`config.mk`:
```
export PLATFORM = sky130hd
export DESIGN_NAME = cnter_down_seq
export DESIGN_NICKNAME = d
export VERILOG_FILES = /design/src/rtl/cnter_down_seq.sv
export SDC_FILE = /design/constraint.sdc
export NUM_CORES = 1
export LEC_CHECK = 0
export BUFFER_PORTS_ARGS = -buffer_cell sky130_fd_sc_hd__buf_2
export CAP_MARGIN = 20
export CORE_UTILIZATION = 45
export DETAILED_ROUTE_END_ITERATION = 8
export PLACE_DENSITY = 0.74
export SYNTH_ARGS = -nofsm -noshare
export SYNTH_HDL_FRONTEND = slang
export SYNTH_SLANG_ARGS = --single-unit
```
`constraint.sdc`:
```
create_clock -name clk -period 2.6 [get_ports clk]
set_input_delay 0.26 -clock clk [delete_from_list [all_inputs] [get_ports clk]]
set_output_delay 0.26 -clock clk [all_outputs]
set_load 0.05 [all_outputs]
```
`src/rtl/cnter_down_seq.sv`:
```
// cnter_down_seq: loadable down-counting sequencer, issues indices N-1..0 over valid/ready.
// Optional macro CNTER_DOWN_SEQ_RELOAD_EN makes the sequence repeat from the captured limit.
module cnter_down_seq #(
   parameter int len = 5
) (
   input  logic           clk,
   input  logic           reset,
   input  logic           load,
   input  logic           clr,
   input  logic [len-1:0] dataIn,
   input  logic           outReady,
   output logic           outValid,
   output logic [len-1:0] dataOut,
   output logic           last,
   output logic           busy,
   output logic           done
);
   typedef enum logic [1:0] {IDLE, RUN, DONE} state_t;
   state_t state_q, state_d;
   logic [len-1:0] index_q, index_d;
   logic done_q, done_d;
   logic hs;
`ifdef CNTER_DOWN_SEQ_RELOAD_EN
   logic [len-1:0] limit_q, limit_d;
`endif
   assign hs       = (state_q == RUN) && outReady;
   assign outValid = state_q == RUN;
   assign busy     = state_q != IDLE;
   assign dataOut  = outValid ? index_q : '0;
   assign last     = outValid && (index_q == '0);
   assign done     = done_q;
   always_comb begin
      state_d = state_q;
      index_d = index_q;
      done_d  = 1'b0;
`ifdef CNTER_DOWN_SEQ_RELOAD_EN
      limit_d = limit_q;
`endif
      if (clr) begin
         state_d = IDLE;
         index_d = '0;
      end else begin
         case (state_q)
            IDLE: if (load) begin
`ifdef CNTER_DOWN_SEQ_RELOAD_EN
               limit_d = dataIn;
`endif
               if (dataIn != '0) begin
                  index_d = dataIn - 1'b1;
                  state_d = RUN;
               end else begin
                  state_d = DONE;
                  done_d  = 1'b1;
               end
            end
            RUN: if (hs) begin
               if (index_q != '0) index_d = index_q - 1'b1;
               else begin
                  done_d = 1'b1;
`ifdef CNTER_DOWN_SEQ_RELOAD_EN
                  index_d = limit_q - 1'b1;
`else
                  state_d = DONE;
`endif
               end
            end
            DONE: state_d = IDLE;
            default: state_d = IDLE;
         endcase
      end
   end
   always_ff @(posedge clk or negedge reset) begin
      if (!reset) begin
         state_q <= IDLE;
         index_q <= '0;
         done_q  <= 1'b0;
`ifdef CNTER_DOWN_SEQ_RELOAD_EN
         limit_q <= '0;
`endif
      end else begin
         state_q <= state_d;
         index_q <= index_d;
         done_q  <= done_d;
`ifdef CNTER_DOWN_SEQ_RELOAD_EN
         limit_q <= limit_d;
`endif
      end
   end
endmodule

```
# Word level (Yosys, flattened, before mapping)
# Cells that the tools add are included.
[op_classes]
addsub = 2
eq_ne = 6
muxes = 19
reduce_logical = 10
[op_table]
columns = ["operator", "count"]
rows = [
  ["$mux 5", 6],
  ["$mux 2", 5],
  ["$pmux 5 s2", 1],
  ["$reduce_bool 5->1", 2],
  ["$sub 5x1->5 const B", 2],
  ["$ne 3x3->1 const B", 3],
  ["$ne 3x2->1 const B", 2],
  ["$logic_not 5->1", 1],
  ["$mux 1", 5],
  ["$reduce_and 5->1", 1],
  ["$pmux 2 s2", 1],
  ["$reduce_and 3->1", 1],
  ["$reduce_bool 3->1", 1],
  ["$eq 2x1->1 const B", 1],
  ["$logic_and 1x1->1", 2],
  ["$logic_not 2->1", 1],
  ["$pmux 1 s2", 1],
  ["$reduce_bool 2->1", 1],
]
[word_totals]
output_inout_bits = 9
regBits = 8
wordCells = 40
in_bits = 10

# Longest topological paths before layout
[logic_depth]
ltp_word = 5
depth_mapped = 9
mapped_depth_nobuf = 9

# Least setup slack after synthesis
# Ideal clock, no wire load.
[synth_path]
kind = "register -> register"
start = "register state_q[1]"
end = "register index_q[2]"
period_less_slack_ns = 2.456
required_time_ns = 2.514
slack_ns = 0.144
n_path_buf = 0
arrival_ns = 2.370
path_stages_with_launch = 9
setup_ns = 0.086
cell_sequence = "dfrtp_1 -> nand2b_2 -> inv_1 -> and2_1 -> a21oi_1 -> ha_1 -> or2b_2 -> a211o_2 -> a32oi_1"
[synth_via]
elab_chain_cells = 4
elab_cells_between_ends = 11
cone_classes = "5 x eq/ne; 2 x mux; 4 x reduce/logical"
[synth_lines]
columns = ["item", "line", "source"]
rows = [
  ["start: declaration", "19", "state_t state_q, state_d;"],
  ["start signal: assignment", "81", "state_q <= state_d;"],
  ["$eq 2x1->1 (*)", "-", ""],
  ["via outValid", "12", "output logic outValid,"],
  ["$logic_and 1x1->1", "26", "assign hs = (state_q == RUN) && outReady;"],
  ["$ne 3x2->1 (no source line)", "-", ""],
  ["$reduce_and 5->1 (no source line)", "-", ""],
  ["end signal: assignment", "82", "index_q <= index_d;"],
  ["end: declaration", "20", "logic [len-1:0] index_q, index_d;"],
]
# Mark *: on every way through the listed nets, which the timed path passes. The rest lies on a longest branch.
# A chain may end at the register's enable or synchronous reset.

# Final worst setup path
[layout_path]
start = "register state_q[1]"
end = "register index_q[2]"
[layout_via]
elab_chain_cells = 4
elab_cells_between_ends = 11
cone_classes = "5 x eq/ne; 2 x mux; 4 x reduce/logical"
[layout_lines]
columns = ["item", "line"]
rows = [
  ["$eq 2x1->1", "26, 43"],
  ["$logic_and 1x1->1", "26"],
  ["$ne 3x2->1 (no source line)", "-"],
  ["$reduce_and 5->1 (no source line)", "-"],
]
# Parallel ways exist; a longest one is shown, timed or not.

==> summary.txt <==
Largest delay contributor family on the critical path = simple AND/OR/NAND/NOR gates
Clock skew = 0.006462 ns
CTS Buf Count = 3
Synth Area in Adders = 1.961%
Simple-gate portion of the synthesized area = 29.61%
WL per Instance = 16.29 µm
Routability cong. = 0.8695
CTS tree = yes
Syn_area_per_cell = 8.741 µm²
Buf/Inv on CP = 1
Final Slew Violations = 0
Worst hold path class = input pin to flop
Largest net degree at the start of global routing = 10
CP arrival = 2.42 ns
Total core area = 0.001318 mm²
GRT Resource Usage Total = 27.59%
Horiz. Die Dim = 39.66 µm
Antenna violations before repair = 0
RSZ-0062 raised after global routing = false
Actual slew at the worst max-slew pin = 0.5936 ns
Register area share after synthesis = 31.37%
Via count = 686
Hold Path Origin = clr
Clk_lat worst skew = 0.26 ns
Cell count after synthesis = 73
H-tree Lvls = 1
Routed vias/inst = 6.294
Max Cap Violations = 0
Initial DRC count = 16
Outcome = completed
Syn_nets = 84
Reg2Reg Setup Slack = 0.36 ns
Count of cell types in the netlist = 36
Worst Setup Start Kind = flop
Number of synthesis warnings = 0
Share of the clock period used by the worst path = 86.15%
Worst-path clk slew = 0.06 ns
Layout cells sized above 1 = 35.11%
Switching share of total power = 42.03%
Fin. Hold Viols = 0
Layout overhead on the synthesized area = 21.37%
Clock share of power = 22.6%
Crit path capture type = flop
Clock root buffer = clkbuf_4
Total power = 0.0004498 W
Highest clock rate = 446.4 MHz
# clock sinks = 8
# fillers = 123
Crit Reg-Reg Endpoint = index_q[2]
First-pass GRT wire length = 2794 µm
Hpwl dp = 1361 µm
Switching pwr = 0.0001891 W
Setup violations, final = 0
Reg2reg path depth = 8
Post-CTS Setup Inserts = 0
# resized after CTS = 0
Synthesized cell area = 638.1 µm²
Reg2reg start = state_q[1]
Full die area = 0.001573 mm²
Min Clock Period, post-route = 2.240 ns
PwrDens = 580.8 mW/mm²
Share of power burned in registers = 36.4%
VDD IR max = 291.3 µV
Synth Area in XOR/XNOR = 0%
Slew margin rel. = 60.43%
Number of global-route vias before repair = 618
Worst path max stage delay = 0.46 ns
Internal power = 0.0002608 W
Row count = 13
Required time worst endpoint = 2.78 ns
Port Buffer Count = 18
# diodes = 0
Critical path class = flop to flop
Total Nets Final = 107
Longest Clk Path Bufs = 2
Slowest CP cell = dfrtp_1
Setup TNS = 0 ns
Post-synthesis compound-gate area fraction = 33.92%
Critical Path Sink = index_q[2]
CP Max Fanout = 8
Total routed wirelength = 1776 µm
Worst setup margin = 0.3601 ns
Mux cell area share after synthesis = 0%
Initial core utilization = 48.43%
Pleak = 0.3611 nW
Gr ovfl total = 0
Initial DRT Pass Iterations = 4
Placed standard-cell area = 742.0 µm²
Crit. Startpoint = state_q[1]
Seq cells post-synth = 8
Seq. cell area = 200.2 µm²
Design area = 774.5 µm²
Main combinational cell family by area after synthesis = compound AO/OA/AOI/OAI gates
Post-DRT Antenna Nets = 0
Logic pwr share = 41.0%
Post-CTS Hold Buffers = 1
Crit-path cells = nand2b_2 -> inv_1 -> and2_1 -> a21oi_1 -> ha_1 -> or2b_2 -> a211o_2 -> a32oi_1
Die Height = 39.66 µm
Critical path depth = 8
Remaining DRCs = 0
Dpl ws = 0.4058 ns
Multi-input gate area = 417.9 µm²
# IOs = 19
## registers in the layout, summed over array words and instances (netlist names)
name     count
done         1
index_q      5
state_q      2
## metal layers
| layer | vias up | wire, µm | global-route usage (%) |
|---|---|---|---|
| li1 | 330 | - | - |
| met5 | - | 0 | 0 |
| met1 | 329 | 756 | 32.19 |
| met4 | 0 | 29 | 10.34 |
| met2 | 23 | 910 | 48.77 |
| met3 | 4 | 80 | 5.114 |
## per-stage QoR
step,hold WS (ns),std cells,utilization (%)
5_1_grt,0.2910,109,58.78
6_report,0.2839,109,58.78
3_3_place_gp,0.1206,105,56.32
3_5_place_dp,0.1168,105,56.32
2_1_floorplan,-0.03559,73,-
4_1_cts,0.2811,109,58.78
## power by group through the flow
stage	Sequential [W]	Combinational (W)	Clock [W]
2_1_floorplan	0.000159	0.000136	0
3_3_place_gp	0.000165	0.000180	0
3_5_place_dp	0.000165	0.000181	0
4_1_cts	0.000163	0.000184	0.000103
5_1_grt	0.000166	0.000201	0.000110
6_report	0.000164	0.000184	0.000101
## cells in the final DEF, fill, tap and decap left out, types with 3 or more instances in the layout
cell type  Yosys  routed
buf_2          1      18
and2_1         3       3
clkbuf_4       0       3
nor2_1         5       5
o21ai_0        4       4
dfrtp_1        8       8
nand2_1        5       5
a21oi_1       10      10
or2b_2         3       3
## worst register-to-register path, delay by kind of cell (launching register included)
family	cells	cell delay [ns]
DFF	1	0.46
and+or+nand+nor	3	0.75
AOI/OAI and AO/OA	3	0.61
buffers and inverters	1	0.14
adders and majority gates	1	0.19
## synthesized netlist by cell type (all sizes together)
| master | instances | share of area, % |
|---|---|---|
| or2 | 2 | 2.0 |
| nor3 | 1 | 0.78 |
| dfrtp | 8 | 31 |
| or2b | 3 | 4.1 |
| a2bb2oi | 1 | 1.4 |
| o31ai | 2 | 2.4 |
| or3 | 1 | 1.2 |
| nand2 | 5 | 2.9 |
| ha | 1 | 2.0 |
| a311oi | 1 | 1.4 |
| a2111oi | 1 | 1.4 |
| nor2 | 5 | 2.9 |
| and2 | 3 | 2.9 |
| nand4b | 1 | 1.4 |
| or4 | 2 | 2.9 |
| nand2b | 1 | 1.4 |
| a21o | 2 | 2.4 |
| a21oi | 10 | 7.8 |
| a32oi | 1 | 1.4 |
| and3b | 1 | 1.4 |
| o32a | 1 | 3.5 |
| o311ai | 2 | 2.7 |
| nor4 | 1 | 0.98 |
| or4b | 1 | 1.6 |
| nand3 | 1 | 0.78 |
| a211oi | 1 | 1.2 |
| buf | 2 | 2.0 |
| nand3b | 2 | 2.4 |
| o32ai | 1 | 1.4 |
| a31oi | 1 | 0.98 |
| inv | 2 | 1.2 |
| o21ai | 4 | 3.1 |
| a211o | 2 | 2.9 |
## final cells by class
class / instances / area share (%)
Multi-Input combinational cell: 61 / 53.96
Sequential cell: 8 / 25.85
Timing Repair Buffer: 20 / 13.89
Clock buffer: 3 / 2.908
Tap cell: 15 / 2.423
Inverter: 2 / 0.9693
## worst min path at each step
stage	end	slack, ns	depth (start not counted)
after floorplan	done	-0.04	0
after global placement	state_q[1]	0.12	1
after detailed placement	done	0.12	1
after CTS	index_q[1]	0.28	2
after global routing	index_q[0]	0.29	2
final	index_q[1]	0.28	2
## cell families (layout without fill, tap and decap cells)
kind of cell,after synthesis,after routing
compound gates,30,30
fa+ha+maj,1,1
buf+inv,4,25
simple gates,30,30
flops,8,8
(Power assumes the default switching activity.)
